**src/rtl/mux_4x1_pkg.sv**
```systemverilog
// rtl/mux_4x1_pkg.sv - shared constants for the registered 4-to-1 selector
package mux_4x1_pkg;

   localparam int DEFAULT_WIDTH     = 4;
   localparam int DEFAULT_SEL_WIDTH = 2;
   localparam int NUM_INPUTS        = 4;

   // Number of select bits that actually address a source.
   localparam int SEL_LOW_BITS      = $clog2(NUM_INPUTS);

   localparam logic [1:0] SEL_IN0 = 2'd0;
   localparam logic [1:0] SEL_IN1 = 2'd1;
   localparam logic [1:0] SEL_IN2 = 2'd2;
   localparam logic [1:0] SEL_IN3 = 2'd3;

endpackage

```
**src/rtl/mux_4x1_core.sv**
```systemverilog
// rtl/mux_4x1_core.sv - combinational source select with select-range check
module mux_4x1_core
   import mux_4x1_pkg::*;
#(
   parameter int WIDTH     = DEFAULT_WIDTH,
   parameter int SEL_WIDTH = DEFAULT_SEL_WIDTH
) (
   input  logic [WIDTH-1:0]     data_in_0,
   input  logic [WIDTH-1:0]     data_in_1,
   input  logic [WIDTH-1:0]     data_in_2,
   input  logic [WIDTH-1:0]     data_in_3,
   input  logic [SEL_WIDTH-1:0] sel,
   output logic [WIDTH-1:0]     sel_data,
   output logic                 sel_bad
);

   // Any set bit above the two addressing bits means a code of 4 or more.
   generate
      if (SEL_WIDTH > SEL_LOW_BITS) begin : g_range_check
         assign sel_bad = |sel[SEL_WIDTH-1:SEL_LOW_BITS];
      end else begin : g_no_range_check
         assign sel_bad = 1'b0;
      end
   endgenerate

   // Only the addressed source reaches sel_data; out-of-range codes give zero.
   always_comb begin
      sel_data = '0;
      if (!sel_bad) begin
         case (sel[SEL_LOW_BITS-1:0])
            SEL_IN0: sel_data = data_in_0;
            SEL_IN1: sel_data = data_in_1;
            SEL_IN2: sel_data = data_in_2;
            SEL_IN3: sel_data = data_in_3;
            default: sel_data = '0;
         endcase
      end
   end

endmodule

```
**src/rtl/mux_4x1.sv**
```systemverilog
// rtl/mux_4x1.sv - registered 4-to-1 selector with valid and select-error flags
module mux_4x1
   import mux_4x1_pkg::*;
#(
   parameter int WIDTH     = DEFAULT_WIDTH,
   parameter int SEL_WIDTH = DEFAULT_SEL_WIDTH
) (
   input  logic                 clk,
   input  logic                 rst,
   input  logic [WIDTH-1:0]     data_in_0,
   input  logic [WIDTH-1:0]     data_in_1,
   input  logic [WIDTH-1:0]     data_in_2,
   input  logic [WIDTH-1:0]     data_in_3,
   input  logic [SEL_WIDTH-1:0] sel,
   input  logic                 in_valid,
   output logic [WIDTH-1:0]     out,
   output logic                 out_valid,
   output logic                 sel_err
);

   logic [WIDTH-1:0] sel_data;
   logic             sel_bad;

   mux_4x1_core #(
      .WIDTH     (WIDTH),
      .SEL_WIDTH (SEL_WIDTH)
   ) u_core (
      .data_in_0 (data_in_0),
      .data_in_1 (data_in_1),
      .data_in_2 (data_in_2),
      .data_in_3 (data_in_3),
      .sel       (sel),
      .sel_data  (sel_data),
      .sel_bad   (sel_bad)
   );

   // Capture the selected word on valid cycles; out holds when idle.
   always_ff @(posedge clk or posedge rst) begin
      if (rst) begin
         out       <= '0;
         out_valid <= 1'b0;
         sel_err   <= 1'b0;
      end else if (in_valid) begin
         out       <= sel_data;
         out_valid <= 1'b1;
         sel_err   <= sel_bad;
      end else begin
         out_valid <= 1'b0;
         sel_err   <= 1'b0;
      end
   end

endmodule

```
**config.mk**
```make
export PLATFORM = sky130hd
export DESIGN_NAME = mux_4x1
export DESIGN_NICKNAME = d
export VERILOG_FILES = /design/src/rtl/mux_4x1_pkg.sv /design/src/rtl/mux_4x1_core.sv /design/src/rtl/mux_4x1.sv
export SDC_FILE = /design/constraint.sdc
export NUM_CORES = 1
export LEC_CHECK = 0
export ABC_AREA = 1
export ABC_CLOCK_PERIOD_IN_PS = 800
export BUFFER_PORTS_ARGS = -buffer_cell sky130_fd_sc_hd__buf_2
export CAP_MARGIN = 10
export CELL_PAD_IN_SITES_DETAIL_PLACEMENT = 1
export CELL_PAD_IN_SITES_GLOBAL_PLACEMENT = 1
export CORE_MARGIN = 2
export CORE_UTILIZATION = 23
export CTS_BUF_LIST = sky130_fd_sc_hd__clkbuf_8
export CTS_CLUSTER_DIAMETER = 100
export DETAILED_ROUTE_END_ITERATION = 10
export HOLD_SLACK_MARGIN = 0.05
export PLACE_DENSITY_LB_ADDON = 0.08
export SLEW_MARGIN = 10
export SYNTH_ARGS = -nofsm -noshare
export SYNTH_HDL_FRONTEND = slang
export SYNTH_SLANG_ARGS = --single-unit
```
**constraint.sdc**
```tcl
create_clock -name clk -period 0.8 [get_ports clk]
set_clock_uncertainty 0.05 [all_clocks]
set_input_delay 0.04 -clock clk [delete_from_list [all_inputs] [get_ports clk]]
set_output_delay 0.04 -clock clk [all_outputs]
set_load 0.02 [all_outputs]
```
==> out/qor.yml, run 1 <==
first_global_vias: 423
synthCells: 50
cts.sinks: 5
vias: 416
root_buffer: "clkbuf_8"
power_density_mw_per_mm2: 1749
drt-pass1-iter-count: 3
r2r_slack_ns: 0.01
cp.required_ns: 0.71
drc: 0
path_class: "register to primary output"
start_util: 0.2412
fin_nets: 102
grt_max_degree: 13
max_freq_mhz: 1200
layout_common_cells: "buf_2 (20), nand3_1 (12), nand2_1 (11)"
yosysWarningCount: 0
ys_seq_area_frac: 0.3484
core_sq_mm: 0.001489
die_w_um: 43.52
rr_endpoint: "out[0]"
synth-seq-cells: 5
cp_top_family: "flip-flops"
dieArea_sq_mm: 0.001894
drive_gt1_frac: 0.4250
violations: "setup timing"
wl_per_cell_um: 9.781
overflow: 0
maxCapViolCount: 0
wl_um: 939
min_path_type: "primary input to register"
antenna_found_initial: 0
hpwl_um: 741.9
ios: 27
crit_arrival_ns: 0.74
fin_tns_setup_ns: -0.1122
ys_types: 12
max_stage_delay_ns: 0.39
worst_setup_path_start_kind: "register"
grt_pass1_wl_um: 1759
cts_tree: "done"
finalSetupViolCount: 5
critPathCaptureType: "primary output"
rsz0062_at_grt: "yes"
cp_max_fo: 2
cts_buffers: 3
layout_commonest_cell: "buf_2"
worstHoldPathCells: 5
finish.utilization: 0.3975
vias_per_cell: 4.333
finalCriticalPeriod_ns: 0.8333
clk_pin_slew_ns: 0.04
first_iter_violations: 7
antenna_left: 0
die_y_um: 43.52
syn-num-nets: 71
place_congestion: 0.6291
slew_viol_final: 0
path_cells: "buf_6"
num_rows: 14
syn_area_per_cell_sq_um: 7.182
hold_end: "out[2]"
crit_buf_inv: 1
timing.final.ws_setup_ns: -0.03332
syn-cell-area_sq_um: 359.1
p_leak_nw: 0.3395
irDropWorstVdd_mv: 1.389
grt_use_total: 0.1274
hold_viol_final: 0
r2r-start: "out[0]"
port_buffers: 25
worstHoldStart: "data_in_2[2]"
slowest_stage: "dfrtp_1"
clk_path_buf_depth: 2
period_share: 1.042
synthToLayoutAreaGrowth_pct: 64.81
r2r_cells: 3
clk_latency_ns: 0.22
antenna_cells: 0
status: "finished, violations left"
cts.htree.levels: 1
cells in the mapped netlist:
master / instances / share of area
inv_2: 1 / 0.010
nor2_2: 1 / 0.017
buf_6: 1 / 0.031
inv_1: 6 / 0.063
nand2_1: 12 / 0.13
dfrtp_1: 5 / 0.35
buf_4: 2 / 0.042
inv_12: 1 / 0.045
nand3_1: 12 / 0.17
a21oi_1: 4 / 0.056
o21bai_1: 4 / 0.084
conb_1: 1 / 0.010
metrics by stage:
step | area, sq um | setup WS (ns) | power [mW] | cells | hold WS (ns)
detailed placement | 478.0 | -0.006628 | 0.5181 | 88 | -0.1014
floorplan | 359.1 | 0.07034 | 0.4321 | 50 | -0.2315
global placement | 478.0 | -0.001070 | 0.5174 | 88 | -0.1049
global route | 591.8 | -0.05516 | 1.097 | 96 | 0.1263
CTS | 589.3 | -0.04259 | 1.049 | 96 | 0.09355
finish | 591.8 | -0.03332 | 1.035 | 96 | 0.09157
power by group:
group / internal [mW] / switching [mW] / total, mW / leakage, nW
logic: 0.142 / 0.135 / 0.277 / 0.252
clock network: 0.329 / 0.129 / 0.459 / 0.0269
registers: 0.281 / 0.0184 / 0.300 / 0.0609
total: 0.753 / 0.282 / 1.04 / 0.340
per-layer routing:
layer  GRT usage  part of all wire  vias up
met5           0                 0        -
met4     0.03636                 0        0
met3     0.06250             0.076        0
met2      0.2060              0.50       15
met1      0.1499              0.43      185
li1            -                 -      216
worst max path at each step:
stage	from	end	slack, ns	depth (start not counted)
final	out[0]	out[0]	-0.03	1
after global routing	out[0]	out[0]	-0.06	1
after CTS	out[1]	out[1]	-0.04	1
after detailed placement	sel[1]	out[2]	-0.007	6
after global placement	sel[1]	out[2]	-0.001	6
after floorplan	out[0]	out[0]	0.07	2
kinds of logic after synthesis:
group                  count (synthesis)  synth area share
AOI/OAI and AO/OA                      8            0.1394
buffers and inverters                 11            0.1916
DFF                                    5            0.3484
other                                  1           0.01044
and+or+nand+nor                       25            0.3101
what timing repair did:
item	CTS	global route
hold buffers	2	0
pin swaps	0	0
setup buffers	2	0
gates resized for setup	10	1
hold endpoints to repair	6	0
endpoints found under the setup margin	5	7
sequential cells by signal, indices dropped and copies added, names as in the netlist:
| register | cells |
|---|---|
| out | 4 |
| out_valid | 1 |
cell type report:
type	instances	area (sq um)
multi-input cells	34	167.7
clock buffers	3	41.29
flip-flops and latches	5	125.1
fillers	210	897.1
inverters	8	42.54
repair buffers	29	191.4
clock inverters	1	3.754
well taps	16	20.02
Note: power is estimated with default switching activity, not from simulation.
==> run 2, diff against run 1 <==
==> constraint.sdc (replaced) <==
create_clock -name clk -period 0.8 [get_ports clk]
set_clock_uncertainty 0.05 [all_clocks]
set_input_delay 0.12 -clock clk [delete_from_list [all_inputs] [get_ports clk]]
set_output_delay 0.12 -clock clk [all_outputs]
set_load 0.02 [all_outputs]
==> run 2 against run 1 <==
Non-clock buffer count increased by 1; global-route usage decreased by 0.20 points; count of clock-buffer cells in the layout unchanged; cell count increased by 1.0%; critical endpoint is now out[1]; die area unchanged; clock power decreased by 1%; the run still ends with setup timing left.
==> out/qor.yml, run 2 (synthesized netlist as in run 1, its figures left out) <==
vias: 433  # was 416
root_buffer: "clkbuf_8"  # unchanged
finalSetupViolCount: 5  # unchanged
crit_buf_inv: 1  # unchanged
p_switching_mw: 0.2827  # was 0.2822 mW
path_class: "register to primary output"  # unchanged
num_rows: 14  # unchanged
power_density_mw_per_mm2: 1746  # was 1749 mW/mm^2
antenna_found_initial: 0  # unchanged
hpwl_um: 767.3  # was 741.9 um
grt_use_total: 0.1253  # was 0.1274
largest-register: "out"  # unchanged
power_frac_seq: 0.288  # was 0.290
violations: "setup timing"  # unchanged
finish.utilization: 0.4008  # was 0.3975
max_stage_delay_ns: 0.39  # about the same
use_met1: 0.1333  # was 0.1499
slew_viol_final: 0  # unchanged
rr_endpoint: "out[3]"  # was out[0]
busiest_layer: "met2"  # unchanged
hold_viol_final: 0  # unchanged
max_freq_mhz: 1092  # was 1200 MHz
clk_path_buf_depth: 2  # unchanged
cts.sinks: 5  # unchanged
largestRegisters: "out x4, out_valid x1"  # unchanged
cts.htree.levels: 1  # unchanged
slowest_stage: "dfrtp_1"  # unchanged
min_path_type: "primary input to register"  # unchanged
ios: 27  # unchanged
overflow: 0  # unchanged
critPathCaptureType: "primary output"  # unchanged
cp_max_fo: 2  # unchanged
r2r-start: "out[3]"  # was out[0]
grt_max_degree: 13  # unchanged
clk_latency_ns: 0.22  # about the same
path_cells: "buf_6"  # unchanged
fin_tns_setup_ns: -0.5116  # was -0.1122 ns
worstHoldStart: "in_valid"  # was data_in_2[2]
layout_common_cells: "buf_2 (20), nand3_1 (12), nand2_1 (11)"  # unchanged
first_iter_violations: 7  # unchanged
clockPowerShare: 0.436  # was 0.443
cts_tree: "done"  # unchanged
first_global_vias: 427  # was 423
clk_pin_slew_ns: 0.03  # was 0.04 ns
grt_pass1_wl_um: 1711  # was 1759 um
place_congestion: 0.6489  # was 0.6291
vias_per_cell: 4.464  # was 4.333
wl_um: 1024  # was 939 um
p_comb_frac: 0.276  # was 0.267
totalPowerFinal_mw: 1.042  # was 1.035 mW
maxCapViolCount: 0  # unchanged
worst_setup_path_start_kind: "register"  # unchanged
finalCriticalPeriod_ns: 0.9158  # was 0.8333 ns
timing.final.ws_setup_ns: -0.1158  # was -0.03332 ns
irDropWorstVdd_mv: 0.9834  # was 1.389 mV
r2r_slack_ns: 0.02  # was 0.01 ns
antenna_left: 0  # unchanged
antenna_cells: 0  # unchanged
die_y_um: 43.52  # unchanged
die_w_um: 43.52  # unchanged
rsz0062_at_grt: "yes"  # unchanged
worstHoldPathCells: 1  # was 5
drc: 0  # unchanged
cp.required_ns: 0.63  # was 0.71 ns
port_buffers: 25  # unchanged
drive_gt1_frac: 0.4444  # was 0.4250
dieArea_sq_mm: 0.001894  # unchanged
status: "finished, violations left"  # unchanged
wl_per_cell_um: 10.56  # was 9.781 um
r2r_cells: 3  # unchanged
synthToLayoutAreaGrowth_pct: 66.20  # was 64.81%
intPower_mw: 0.7594  # was 0.7529 mW
drt-pass1-iter-count: 4  # was 3
largest_reg_flops: 4  # unchanged
period_share: 1.145  # was 1.042
grt_use_met3: 0.06667  # was 0.06250
fin_nets: 103  # was 102
layout_commonest_cell: "buf_2"  # unchanged
sw_frac_of_total: 0.2713  # was 0.2727
start_util: 0.2412  # unchanged
hold_end: "out_valid"  # was out[2]
p_leak_nw: 0.3451  # was 0.3395 nW
crit_arrival_ns: 0.75  # was 0.74 ns
met2_usage: 0.2149  # was 0.2060
cts_buffers: 3  # unchanged
cp_top_family: "flip-flops"  # unchanged
core_sq_mm: 0.001489  # unchanged
-- run 2: changes by cell type in the layout (fill, tap and decap cells not counted), sizes merged --
cell         change
dlygate4sd3      -1
buf              +2
-- run 2: layout make-up --
cell class	instances	area (sq um)
clock buffer	3	41.29
clock inverter	1	3.754
fill	187	892.1
inverter	8	42.54
multi-input combinational	34	167.7
sequential	5	125.1
tap	16	20.02
timing repair buffer	30	196.4
-- run 2: what timing repair did --
item,CTS,global route
hold buffers,1,0
resized for setup,10,1
endpoints found under the setup margin,5,8
buffers inserted,3,0
pin swaps,0,3
endpoints found under the hold margin,5,0
cloned,0,0
-- run 2: how the worst max path moves through the flow --
stage               startpoint  endpoint  depth (start not counted)  slack, ns
floorplan               sel[0]    out[0]                          5       0.06
global placement        sel[0]    out[1]                          6      -0.07
detailed placement      sel[1]    out[2]                          6      -0.12
CTS                     out[0]    out[0]                          1      -0.12
global route            out[1]    out[1]                          1      -0.14
finish                  out[1]    out[1]                          1      -0.12
-- run 2: metal layers --
| metal | routed length (um) | part of all wire |
|---|---|---|
| met1 | 400 | 0.39 |
| met4 | 0 | 0 |
| met5 | 0 | 0 |
| met2 | 541 | 0.53 |
| met3 | 83 | 0.081 |
-- run 2: per-stage QoR --
step / hold slack, ns / setup WS (ns) / cell area (sq um) / instances
floorplan: -0.1515 / 0.05839 / 359.1 / 50
global route: 0.05875 / -0.1416 / 596.8 / 97
finish: 0.06059 / -0.1158 / 596.8 / 97
CTS: 0.05771 / -0.1181 / 594.3 / 97
detailed placement: -0.02514 / -0.1157 / 485.5 / 89
global placement: -0.02522 / -0.06861 / 485.5 / 89
-- run 2: power groups by stage --
stage | Combinational (mW) | Clock, mW | Sequential (mW)
floorplan | 0.101 | 0 | 0.331
global placement | 0.223 | 0 | 0.298
detailed placement | 0.226 | 0 | 0.297
CTS | 0.288 | 0.471 | 0.299
global route | 0.319 | 0.504 | 0.304
finish | 0.288 | 0.454 | 0.300
